[src/rtl/fifo_axis_packetizer_pkg.sv]
`default_nettype none
// ============================================================================
//  Module      : fifo_axis_packetizer_pkg
//  Description : Shared types and constants for the FIFO-to-AXI4-Stream
//                packetizer and its skid buffer.
//  Revision    : 1.0 - initial release
// ============================================================================
package fifo_axis_packetizer_pkg;

  // Depth of the output skid buffer, and the width of its fill counter
  localparam int SKID_DEPTH_C     = 2;
  localparam int SKID_FILL_W_C    = 2;

  // Data width of the default skid entry (matches the packetizer default)
  localparam int PKG_DATA_WIDTH_C = 32;

  // Packetizer FSM states; PAD is only reachable when the pad/timeout
  // feature is compiled in
  typedef enum logic [1:0] {
    ST_IDLE = 2'd0,
    ST_RUN  = 2'd1,
    ST_PAD  = 2'd2
  } state_e;

  // One skid-buffer entry: payload plus AXI-S sideband
  typedef struct packed {
    logic [PKG_DATA_WIDTH_C-1:0] data;
    logic                        last;
    logic                        user;
  } skid_entry_t;

endpackage
`default_nettype wire

[src/rtl/axis_skid_buffer.sv]
`default_nettype none
// ============================================================================
//  Module      : axis_skid_buffer
//  Description : Two-entry in-order registered skid buffer. The producer
//                pushes only while fill < SKID_DEPTH_C; entry 0 is presented
//                on the AXI-S side. Push and pop in the same cycle keep fill
//                unchanged. The entry type is a parameter so other AXI-S
//                sources can reuse it with their own payload layout.
//  Revision    : 1.0 - initial release
// ============================================================================
module axis_skid_buffer
  import fifo_axis_packetizer_pkg::*;
#(
  parameter type ENTRY_T = skid_entry_t
) (
  input  logic                     clk,
  input  logic                     rst,
  input  logic                     push,
  input  ENTRY_T                   push_entry,
  output logic [SKID_FILL_W_C-1:0] fill,
  output logic                     m_valid,
  input  logic                     m_ready,
  output ENTRY_T                   m_entry
);

  localparam logic [SKID_FILL_W_C-1:0] FILL_ONE_C  = SKID_FILL_W_C'(1);
  localparam logic [SKID_FILL_W_C-1:0] FILL_FULL_C = SKID_FILL_W_C'(SKID_DEPTH_C);

  ENTRY_T                   entry0_q, entry0_d;
  ENTRY_T                   entry1_q, entry1_d;
  logic [SKID_FILL_W_C-1:0] fill_q, fill_d;
  logic                     pop;

  // Next-state of the two entries and fill level for push/pop combinations
  always_comb begin
    entry0_d = entry0_q;
    entry1_d = entry1_q;
    fill_d   = fill_q;
    pop      = (fill_q != '0) && m_ready;
    case ({push, pop})
      2'b01: begin
        entry0_d = entry1_q;
        fill_d   = fill_q - FILL_ONE_C;
      end
      2'b10: begin
        // A push into a full buffer is dropped; the producer never does this
        if (fill_q == '0) begin
          entry0_d = push_entry;
          fill_d   = fill_q + FILL_ONE_C;
        end else if (fill_q != FILL_FULL_C) begin
          entry1_d = push_entry;
          fill_d   = fill_q + FILL_ONE_C;
        end
      end
      2'b11: begin
        if (fill_q == FILL_ONE_C) begin
          entry0_d = push_entry;
        end else begin
          entry0_d = entry1_q;
          entry1_d = push_entry;
        end
      end
      default: begin
      end
    endcase
  end

  // Entry and fill registers; reset empties the buffer
  always_ff @(posedge clk or posedge rst) begin
    if (rst) begin
      entry0_q <= '0;
      entry1_q <= '0;
      fill_q   <= '0;
    end else begin
      entry0_q <= entry0_d;
      entry1_q <= entry1_d;
      fill_q   <= fill_d;
    end
  end

  assign fill    = fill_q;
  assign m_valid = (fill_q != '0);
  assign m_entry = entry0_q;

endmodule
`default_nettype wire

[src/rtl/fifo_axis_packetizer.sv]
`default_nettype none
// ============================================================================
//  Module      : fifo_axis_packetizer
//  Description : Pops a first-word-fall-through FIFO and frames the words
//                into AXI4-Stream packets of cr_packet_length beats, tlast on
//                the final beat. The pop decision uses only registered state
//                and fifo_egr_empty; a 2-entry skid buffer absorbs tready.
//                Optional macro FIFO_AXIS_PACKETIZER_PAD_TIMEOUT_EN adds a
//                starvation timeout that pads the packet with zero beats
//                (tuser=1) and adds the cr_timeout / mst_tuser ports.
//  Revision    : 1.0 - initial release
// ============================================================================
module fifo_axis_packetizer
  import fifo_axis_packetizer_pkg::*;
#(
  parameter int DATA_WIDTH_P = 32,
  parameter int LEN_WIDTH_P  = 16
) (
  input  logic                    clk,
  input  logic                    rst,
  output logic                    fifo_egr_enable,
  input  logic [DATA_WIDTH_P-1:0] fifo_egr_data,
  input  logic                    fifo_egr_empty,
  output logic                    mst_tvalid,
  input  logic                    mst_tready,
  output logic [DATA_WIDTH_P-1:0] mst_tdata,
  output logic                    mst_tlast,
`ifdef FIFO_AXIS_PACKETIZER_PAD_TIMEOUT_EN
  output logic                    mst_tuser,
  input  logic [15:0]             cr_timeout,
`endif
  input  logic                    cr_enable,
  input  logic [LEN_WIDTH_P-1:0]  cr_packet_length,
  output logic [31:0]             sr_packet_count,
  output logic                    sr_busy
);

  typedef struct packed {
    logic [DATA_WIDTH_P-1:0] data;
    logic                    last;
    logic                    user;
  } entry_t;

  localparam logic [LEN_WIDTH_P-1:0]   LEN_ONE_C   = LEN_WIDTH_P'(1);
  localparam logic [SKID_FILL_W_C-1:0] FILL_FULL_C = SKID_FILL_W_C'(SKID_DEPTH_C);

  state_e                   state_q, state_d;
  logic [LEN_WIDTH_P-1:0]   len_q, len_d;
  logic [LEN_WIDTH_P-1:0]   beat_cnt_q, beat_cnt_d;
  logic [1:0]               last_pend_q, last_pend_d;
  logic [31:0]              pkt_cnt_q, pkt_cnt_d;
  logic                     busy_q, busy_d;

  logic                     start_ok;
  logic                     beat_last;
  logic                     skid_room;
  logic                     pop;
  logic                     push;
  logic                     push_last;
  logic                     hs_last;
  entry_t                   push_entry;
  entry_t                   out_entry;
  logic [SKID_FILL_W_C-1:0] skid_fill;

`ifdef FIFO_AXIS_PACKETIZER_PAD_TIMEOUT_EN
  logic [15:0]              to_cnt_q, to_cnt_d;
  logic                     timeout_hit;
`endif

  assign start_ok  = cr_enable && (cr_packet_length != '0);
  assign beat_last = (beat_cnt_q == (len_q - LEN_ONE_C));
  assign skid_room = (skid_fill != FILL_FULL_C);

`ifdef FIFO_AXIS_PACKETIZER_PAD_TIMEOUT_EN
  // Count consecutive empty cycles while a packet is partially sent
  always_comb begin
    to_cnt_d    = '0;
    timeout_hit = 1'b0;
    if ((state_q == ST_RUN) && fifo_egr_empty && (beat_cnt_q != '0) &&
        (cr_timeout != '0)) begin
      to_cnt_d    = to_cnt_q + 16'd1;
      timeout_hit = ((to_cnt_q + 16'd1) == cr_timeout);
    end
  end
`endif

  // Packet FSM: start/relatch, beat tagging, pop and push generation
  always_comb begin
    state_d         = state_q;
    len_d           = len_q;
    beat_cnt_d      = beat_cnt_q;
    pop             = 1'b0;
    push            = 1'b0;
    push_entry.data = fifo_egr_data;
    push_entry.last = beat_last;
    push_entry.user = 1'b0;
    case (state_q)
      ST_IDLE: begin
        if (start_ok) begin
          state_d    = ST_RUN;
          len_d      = cr_packet_length;
          beat_cnt_d = '0;
        end
      end
      ST_RUN: begin
        if (!fifo_egr_empty && skid_room) begin
          pop  = 1'b1;
          push = 1'b1;
          if (beat_last) begin
            beat_cnt_d = '0;
            if (start_ok) begin
              len_d = cr_packet_length;
            end else begin
              state_d = ST_IDLE;
            end
          end else begin
            beat_cnt_d = beat_cnt_q + LEN_ONE_C;
          end
        end
`ifdef FIFO_AXIS_PACKETIZER_PAD_TIMEOUT_EN
        else if (timeout_hit) begin
          state_d = ST_PAD;
        end
`endif
      end
`ifdef FIFO_AXIS_PACKETIZER_PAD_TIMEOUT_EN
      ST_PAD: begin
        push_entry.data = '0;
        push_entry.user = 1'b1;
        if (skid_room) begin
          push = 1'b1;
          if (beat_last) begin
            beat_cnt_d = '0;
            state_d    = ST_IDLE;
          end else begin
            beat_cnt_d = beat_cnt_q + LEN_ONE_C;
          end
        end
      end
`endif
      default: begin
        state_d = ST_IDLE;
      end
    endcase
  end

  // Status: completed-packet counter and busy tracking of undelivered tlast
  always_comb begin
    push_last   = push && push_entry.last;
    hs_last     = mst_tvalid && mst_tready && out_entry.last;
    pkt_cnt_d   = hs_last ? (pkt_cnt_q + 32'd1) : pkt_cnt_q;
    last_pend_d = last_pend_q;
    if (push_last && !hs_last) begin
      last_pend_d = last_pend_q + 2'd1;
    end else if (!push_last && hs_last) begin
      last_pend_d = last_pend_q - 2'd1;
    end
    busy_d = (state_d != ST_IDLE) || (last_pend_d != 2'd0);
  end

  // Control and status registers
  always_ff @(posedge clk or posedge rst) begin
    if (rst) begin
      state_q     <= ST_IDLE;
      len_q       <= '0;
      beat_cnt_q  <= '0;
      last_pend_q <= '0;
      pkt_cnt_q   <= '0;
      busy_q      <= 1'b0;
    end else begin
      state_q     <= state_d;
      len_q       <= len_d;
      beat_cnt_q  <= beat_cnt_d;
      last_pend_q <= last_pend_d;
      pkt_cnt_q   <= pkt_cnt_d;
      busy_q      <= busy_d;
    end
  end

`ifdef FIFO_AXIS_PACKETIZER_PAD_TIMEOUT_EN
  // Starvation timeout counter
  always_ff @(posedge clk or posedge rst) begin
    if (rst) begin
      to_cnt_q <= '0;
    end else begin
      to_cnt_q <= to_cnt_d;
    end
  end
`endif

  axis_skid_buffer #(
    .ENTRY_T    (entry_t)
  ) u_skid (
    .clk        (clk),
    .rst        (rst),
    .push       (push),
    .push_entry (push_entry),
    .fill       (skid_fill),
    .m_valid    (mst_tvalid),
    .m_ready    (mst_tready),
    .m_entry    (out_entry)
  );

  assign fifo_egr_enable = pop;
  assign mst_tdata       = out_entry.data;
  assign mst_tlast       = out_entry.last;
  assign sr_packet_count = pkt_cnt_q;
  assign sr_busy         = busy_q;

`ifdef FIFO_AXIS_PACKETIZER_PAD_TIMEOUT_EN
  assign mst_tuser = out_entry.user;
`else
  // Sideband bit is constant zero when padding is not built
  logic unused_user;
  assign unused_user = out_entry.user;
`endif

endmodule
`default_nettype wire
[config.mk]
export PLATFORM = sky130hd
export DESIGN_NAME = fifo_axis_packetizer
export DESIGN_NICKNAME = d
export VERILOG_FILES = /design/src/rtl/fifo_axis_packetizer_pkg.sv /design/src/rtl/axis_skid_buffer.sv /design/src/rtl/fifo_axis_packetizer.sv
export SDC_FILE = /design/constraint.sdc
export NUM_CORES = 1
export LEC_CHECK = 0
export BUFFER_PORTS_ARGS = -buffer_cell sky130_fd_sc_hd__clkbuf_2
export CAP_MARGIN = 15
export CORE_UTILIZATION = 29
export DETAILED_ROUTE_END_ITERATION = 7
export MAX_ROUTING_LAYER = met4
export PLACE_DENSITY = 0.59
export SYNTH_ARGS = -nofsm -noshare
export SYNTH_HDL_FRONTEND = slang
export SYNTH_HIERARCHICAL = 1
export SYNTH_SLANG_ARGS = --single-unit
[constraint.sdc]
create_clock -name clk -period 3.05 [get_ports clk]
set_clock_uncertainty 0.15 [all_clocks]
set_input_delay 0.1525 -clock clk [delete_from_list [all_inputs] [get_ports clk]]
set_output_delay 0.1525 -clock clk [all_outputs]
set_load 0.1 [all_outputs]
==> key figures, run 1 <==
Critical path
  • Cells along the critical path: or3_4 -> nor4_4 -> xnor2_1 -> a2111oi_2 -> o2111ai_2 -> o31ai_2 -> and2b_1 -> buf_12 -> mux2_1
  • Critical setup path kind: reg -> reg
  • Type of destination of the critical path: register
  • Delay of the slowest critical-path stage: 0.41 ns
  • Worst r2r dst: len_q[6]
  • Critical Path AT: slightly above 3 ns
  • Worst setup SP type: register
  • CP max stage cell: or3_4
  • Reg2reg path depth: 9
  • Worst reg2reg setup slack: 0.11 ns
  • Worst EP required: 3.19 ns
  • Crit path max fanout: 16
  • Reg2reg start: len_q[2]

STA
  • Setup TNS: 0 ns
  • Setup violators final: 0
  • Measured slew at the worst slew-check pin: 0.726 ns
  • Final hold vios: 0
  • Slew Limit Fails: 0
  • Min Clock Period, post-route: between 2 and 3 ns
  • Period utilisation layout: 0.965
  • RSZ-0062 raised after global routing: true
  • Max-Slew Margin vs Limit: 0.516
  • Max Clk Rate: 0.340 GHz

CTS
  • CTS H-tree lvls: 4
  • Worst skew pair latency: 0.42 ns
  • CTS tree: yes
  • Worst-path clk slew: approximately 0.07 ns
  • Root Buffer: clkbuf_16
  • Num Clock Sinks: 137
  • Max Root-Sink Buffers: 2
  • Num CTS Buffers: 17

Cells and area
  • Area grow syn2layout: 34.8%
  • Filler instances: 2,239
  • Fraction of layout cells with a size suffix above 1: 0.335
  • Final Util: 0.403
  • Final Instance Area: 9230 µm²
  • N_diodes: 0
  • Post-layout nets: around 900

Detailed routing
  • Via count: about 5,500
  • Drt total wl: 16.9 mm
  • Avg Vias per Cell: 4.77
  • Drt first pass iters: 4
  • WL/cell: around 15 µm
  • DRC Markers: 0
  • Antenna Nets Post-Route: 0
  • Initial detailed-routing violation count: approximately 180

Run
  • Max-Cap Viols: 0

Global route
  • Met3 Resource Use GR: 0.0406
  • Met1 GRT Util: 0.192
  • Initial antenna violation count: 0
  • First-pass GRT wire length: 27.8 mm
  • Gr ovfl total: 0
  • Most Crowded Layer GR: met2
  • Largest net degree at the start of global routing: 65
  • Total GRT Usage: 0.149
  • Vias in the first global route: 5,510
  • GRT met2 Usage: 0.230

Floorplan
  • Cell Rows: 55
  • Core area: 22,900 µm²
  • Die height: between 150 and 200 µm
  • Initial core utilization: 0.299
  • Number of top-level pins: 121
  • Die ar.: 24,200 µm²
  • Die width: ~160 µm

Logic synthesis
  • Syn_nets: slightly below 700
  • Ys Warns: 6
  • Mapped Cells: 629
  • Synthesized area: 6850 µm²
  • Avg Cell Area, Syn: approximately 11 µm²

Place
  • Routability congestion estimate: just under 0.8
  • PortBufs: 120
  • DP HPWL: 10.8 mm
  • Placed cell area: around 8000 µm²

Power and ir drop
  • Maximum vdd drop: 818 µV
  • Cell area power density: 878 nW/µm²
  • LEAKAGE: 4.26 nW

Worst hold path
  • Worst hold path type: in -> async

Status
  • Outcome: completed
-- metrics by stage --
stage	total power, mW	hold slack, ns	cells	setup WS, ns
3_5_place_dp	5.77	0.181	1054	-0.0848
4_1_cts	8.17	0.117	1137	0.0317
3_3_place_gp	5.74	0.185	1054	-0.0300
5_1_grt	8.48	0.103	1142	-0.0620
2_1_floorplan	5.12	0.137	629	0.0168
6_report	8.11	0.0851	1142	0.106
-- state kept, by name, indices dropped and copies added (netlist names) --
register	cells
state_q	2
sr_packet_count	32
beat_cnt_q	16
last_pend_q	2
u_skid/fill	2
len_q	16
u_skid/entry1_q	33
u_skid/m_entry	33
sr_busy	1
-- critical path: cells and delay by family (launching register included) --
kind,cells,cell delay (ns)
and+or+nand+nor,3,0.88
buffers and inverters,1,0.16
DFF,1,0.38
muxes,1,0.33
xor gates and xnor gates,1,0.12
AOI/OAI and AO/OA,3,0.80
-- repair_timing --
| item | in CTS | in global routing |
|---|---|---|
| gates resized for setup | 3 | 7 |
| setup buffers | 1 | 4 |
| pin swaps | 4 | 2 |
| endpoints found under the hold margin | 158 | 0 |
| hold buffers | 50 | 0 |
| endpoints found under the setup margin | 16 | 33 |
-- power breakdown --
part	leakage [nW]	total [mW]	internal (mW)	switching [mW]
clock	0.317	2.28	1.41	0.868
sequential	1.76	2.59	2.29	0.293
combinational	2.18	3.24	0.892	2.35
total	4.26	8.11	4.60	3.51
-- cell type report --
class | count | area, µm² | area share
sequential | 137 | 3430 | 0.371
multi-input combinational | 442 | 3260 | 0.353
timing repair buffer | 204 | 1450 | 0.157
clock buffer | 18 | 439 | 0.0476
tap | 313 | 392 | 0.0424
clock inverter | 14 | 208 | 0.0225
inverter | 14 | 56.3 | 0.00610
-- worst max path at each step --
| stage | cells past startpoint | from | endpoint |
|---|---|---|---|
| finish | 9 | len_q[2] | len_q[6] |
| global route | 10 | len_q[1] | len_q[5] |
| CTS | 9 | len_q[0] | len_q[10] |
| detailed placement | 9 | len_q[5] | len_q[4] |
| global placement | 9 | len_q[5] | len_q[15] |
| floorplan | 11 | len_q[0] | len_q[0] |
-- routing by layer --
| metal | share of wire | vias up |
|---|---|---|
| li1 | - | 2603 |
| met1 | 0.49 | 2676 |
| met2 | 0.45 | 162 |
| met3 | 0.057 | 11 |
| met4 | 0.0060 | 0 |
| met5 | 0 | - |
-- cells in the final DEF, fill, tap and decap left out, drive strengths merged, types with 33 or more instances in the layout --
cell,instances
mux2,51
nand4,50
buf,35
dlygate4sd3,50
nand2,92
dfrtp,137
o211ai,33
nor2,41
clkbuf,137
xnor2,46
No activity file was read; power rests on OpenSTA's default activity.
==> run 2: changes to the inputs <==
--- a/config.mk
+++ b/config.mk
@@ -10,7 +10,7 @@
 export CORE_UTILIZATION = 29
 export DETAILED_ROUTE_END_ITERATION = 7
 export MAX_ROUTING_LAYER = met4
-export PLACE_DENSITY = 0.59
+export PLACE_DENSITY = 0.57
 export SYNTH_ARGS = -nofsm -noshare
 export SYNTH_HDL_FRONTEND = slang
 export SYNTH_HIERARCHICAL = 1
==> constraint.sdc (replaced) <==
create_clock -name clk -period 3.2 [get_ports clk]
set_clock_uncertainty 0.15 [all_clocks]
set_input_delay 0.16 -clock clk [delete_from_list [all_inputs] [get_ports clk]]
set_output_delay 0.16 -clock clk [all_outputs]
set_load 0.1 [all_outputs]
==> key figures, run 2 (synthesis gave the netlist of run 1 again) <==
Global route
  • Gr ovfl total: 0 (unchanged)
  • Initial antenna violation count: 0 (unchanged)
  • Largest net degree at the start of global routing: 65 (unchanged)
  • First-pass GRT wire length: 27.7 mm (-0.27%)
  • Vias in the first global route: 5,488 (-0.40%)
  • Total GRT Usage: 0.148 (-0.000954)

STA
  • Setup violators final: 0 (unchanged)
  • PnR worst setup slack: 0.103 ns (-0.00345 ns)
  • Measured slew at the worst slew-check pin: 0.761 ns (+0.0349 ns)
  • Max-Slew Margin vs Limit: 0.492 (-0.0233)
  • Max Clk Rate: 0.323 GHz (-5.0%)
  • Slew Limit Fails: 0 (unchanged)
  • Final hold vios: 0 (unchanged)
  • Setup TNS: 0 ns (unchanged)
  • Min Clock Period, post-route: 3.10 ns (+0.153 ns)
  • Period utilisation layout: 0.968 (+0.00271)

Detailed routing
  • Via count: 5,332 (-2.2%)
  • Drt first pass iters: 4 (unchanged)
  • DRC Markers: 0 (unchanged)
  • Initial detailed-routing violation count: 248 (+39%)
  • Antenna Nets Post-Route: 0 (unchanged)
  • Drt total wl: 16.8 mm (-0.70%)
  • Avg Vias per Cell: 4.72 (-1.2%)
  • WL/cell: 14.8 µm (+0.36%)

Critical path
  • Crit path max fanout: 16 (unchanged)
  • CP max stage cell: nor4_1
  • Cells along the critical path: buf_4 -> nor4_1 -> nand4b_1 -> a21boi_0 -> o22ai_1 -> o2111ai_2 -> o31ai_2 -> and2b_1 -> buf_12 -> mux2_1
  • Worst setup SP type: register
  • Reg2reg start: len_q[7]
  • Worst setup path startpoint: len_q[7]
  • Worst r2r dst: len_q[1]
  • Critical setup path kind: reg -> reg
  • Critical Path AT: 3.24 ns (+0.15 ns)
  • Type of destination of the critical path: register
  • Worst reg2reg setup slack: 0.10 ns (about the same)
  • Delay of the slowest critical-path stage: 0.45 ns (+0.04 ns)
  • Worst EP required: 3.34 ns (+0.15 ns)
  • CP Capture Point: len_q[1]
  • Reg2reg path depth: 10 (+1)

Cells and area
  • Commonest cells after routing, fill and taps aside: 137 x dfrtp_1, 119 x clkbuf_2, 92 x nand2_1, 50 x nand4_1, 50 x dlygate4sd3_1
  • Area grow syn2layout: 31.7%
  • Final Instance Area: 9020 µm² (-2.3%)
  • Filler instances: 2,236 (-0.13%)
  • Non-filler instance count after layout: 1,130 (-1.1%)
  • N_diodes: 0 (unchanged)
  • Fraction of layout cells with a size suffix above 1: 0.319 (-0.0159)
  • Post-layout nets: 865 (-1.3%)
  • Most common cell after layout, fill and taps aside: dfrtp_1

Floorplan
  • Core area: 22,900 µm² (unchanged)
  • Number of top-level pins: 121 (unchanged)
  • Cell Rows: 55 (unchanged)
  • Die width: 156 µm (unchanged)
  • Initial core utilization: 0.299 (unchanged)
  • Die ar.: 24,200 µm² (unchanged)
  • Die height: 156 µm (unchanged)

Power and ir drop
  • Maximum vdd drop: 784 µV (-4.2%)
  • Cell area power density: 839 nW/µm² (-4.5%)
  • Total design power: 7.57 mW (-6.6%)
  • LEAKAGE: 4.13 nW (-3.0%)

CTS
  • Worst-path clk slew: 0.06 ns (about the same)
  • Num CTS Buffers: 17 (unchanged)
  • Root Buffer: clkbuf_16
  • CTS tree: yes
  • CTS H-tree lvls: 4 (unchanged)
  • Worst skew pair latency: 0.42 ns (about the same)
  • Num Clock Sinks: 137 (unchanged)
  • Max Root-Sink Buffers: 2 (unchanged)

Place
  • Placed cell area: 7850 µm² (-1.4%)
  • Routability congestion estimate: 0.822 (+6.9%)
  • DP HPWL: 11.1 mm (+3.2%)
  • Placed Cells: 1,048 (-0.57%)
  • PortBufs: 120 (unchanged)
  • Dpl ws: 0.0990 ns (+0.184 ns)

Worst hold path
  • Hold path startpoint: fifo_egr_empty
  • Worst hold path type: in -> reg

Status
  • Outcome: completed

Run
  • Max-Cap Viols: 0 (unchanged)
## run 2: cell count changes in the layout (fill, tap and decap cells not counted), sizes merged
cell	change
buf	-11
bufinv	-1
clkinv	-2
clkinvlp	+5
inv	-3
## run 2: cell type report
class | count | area [µm²] | area share
well taps | 313 | 392 | 0.0434
clock buffers | 18 | 439 | 0.0487
flip-flops and latches | 137 | 3430 | 0.380
repair buffers | 193 | 1300 | 0.144
clock inverters | 13 | 168 | 0.0186
multi-input cells | 442 | 3240 | 0.359
inverters | 14 | 56.3 | 0.00624
## run 2: stage by stage
stage | utilization | hold slack, ns
floorplan | - | 0.145
global placement | 0.343 | 0.146
detailed placement | 0.343 | 0.145
CTS | 0.391 | 0.151
global route | 0.394 | 0.226
finish | 0.394 | 0.185
## run 2: metal layers
| layer | track usage | up-vias | share of wire |
|---|---|---|---|
| met5 | - | - | 0 |
| met2 | 0.227 | 124 | 0.45 |
| met1 | 0.194 | 2610 | 0.49 |
| met3 | 0.0383 | 16 | 0.052 |
| met4 | 0.0378 | 0 | 0.0097 |
| li1 | - | 2582 | - |
## run 2: how the worst min path moves through the flow
stage | to | slack, ns | depth (start not counted)
floorplan | len_q[0] | 0.14 | 1
global route | beat_cnt_q[1] | 0.23 | 4
detailed placement | u_skid/fill[0] | 0.15 | 2
global placement | u_skid/fill[0] | 0.15 | 2
CTS | state_q[0] | 0.15 | 4
finish | beat_cnt_q[1] | 0.18 | 4
## run 2: critical path: cells and delay by family (launching register included)
kind / cells / cell delay [ns]
AO/OA/AOI/OAI: 4 / 0.89
flip-flops: 1 / 0.37
AND/OR/NAND/NOR: 3 / 0.93
multiplexers: 1 / 0.33
buffers and inverters: 2 / 0.31
## run 2: what timing repair did
item / in CTS / in global routing
hold buffers: 50 / 0
endpoints found under the setup margin: 0 / 33
buffers inserted: 0 / 1
gates resized for setup: 0 / 9
endpoints found under the hold margin: 140 / 0
## run 2: power breakdown
| group | switching [mW] | internal, mW | leakage [nW] | total [mW] |
|---|---|---|---|---|
| Sequential | 0.280 | 2.19 | 1.76 | 2.47 |
| Combinational | 2.22 | 0.827 | 2.09 | 3.05 |
| Clock | 0.804 | 1.25 | 0.281 | 2.05 |
| Total | 3.31 | 4.26 | 4.13 | 7.57 |
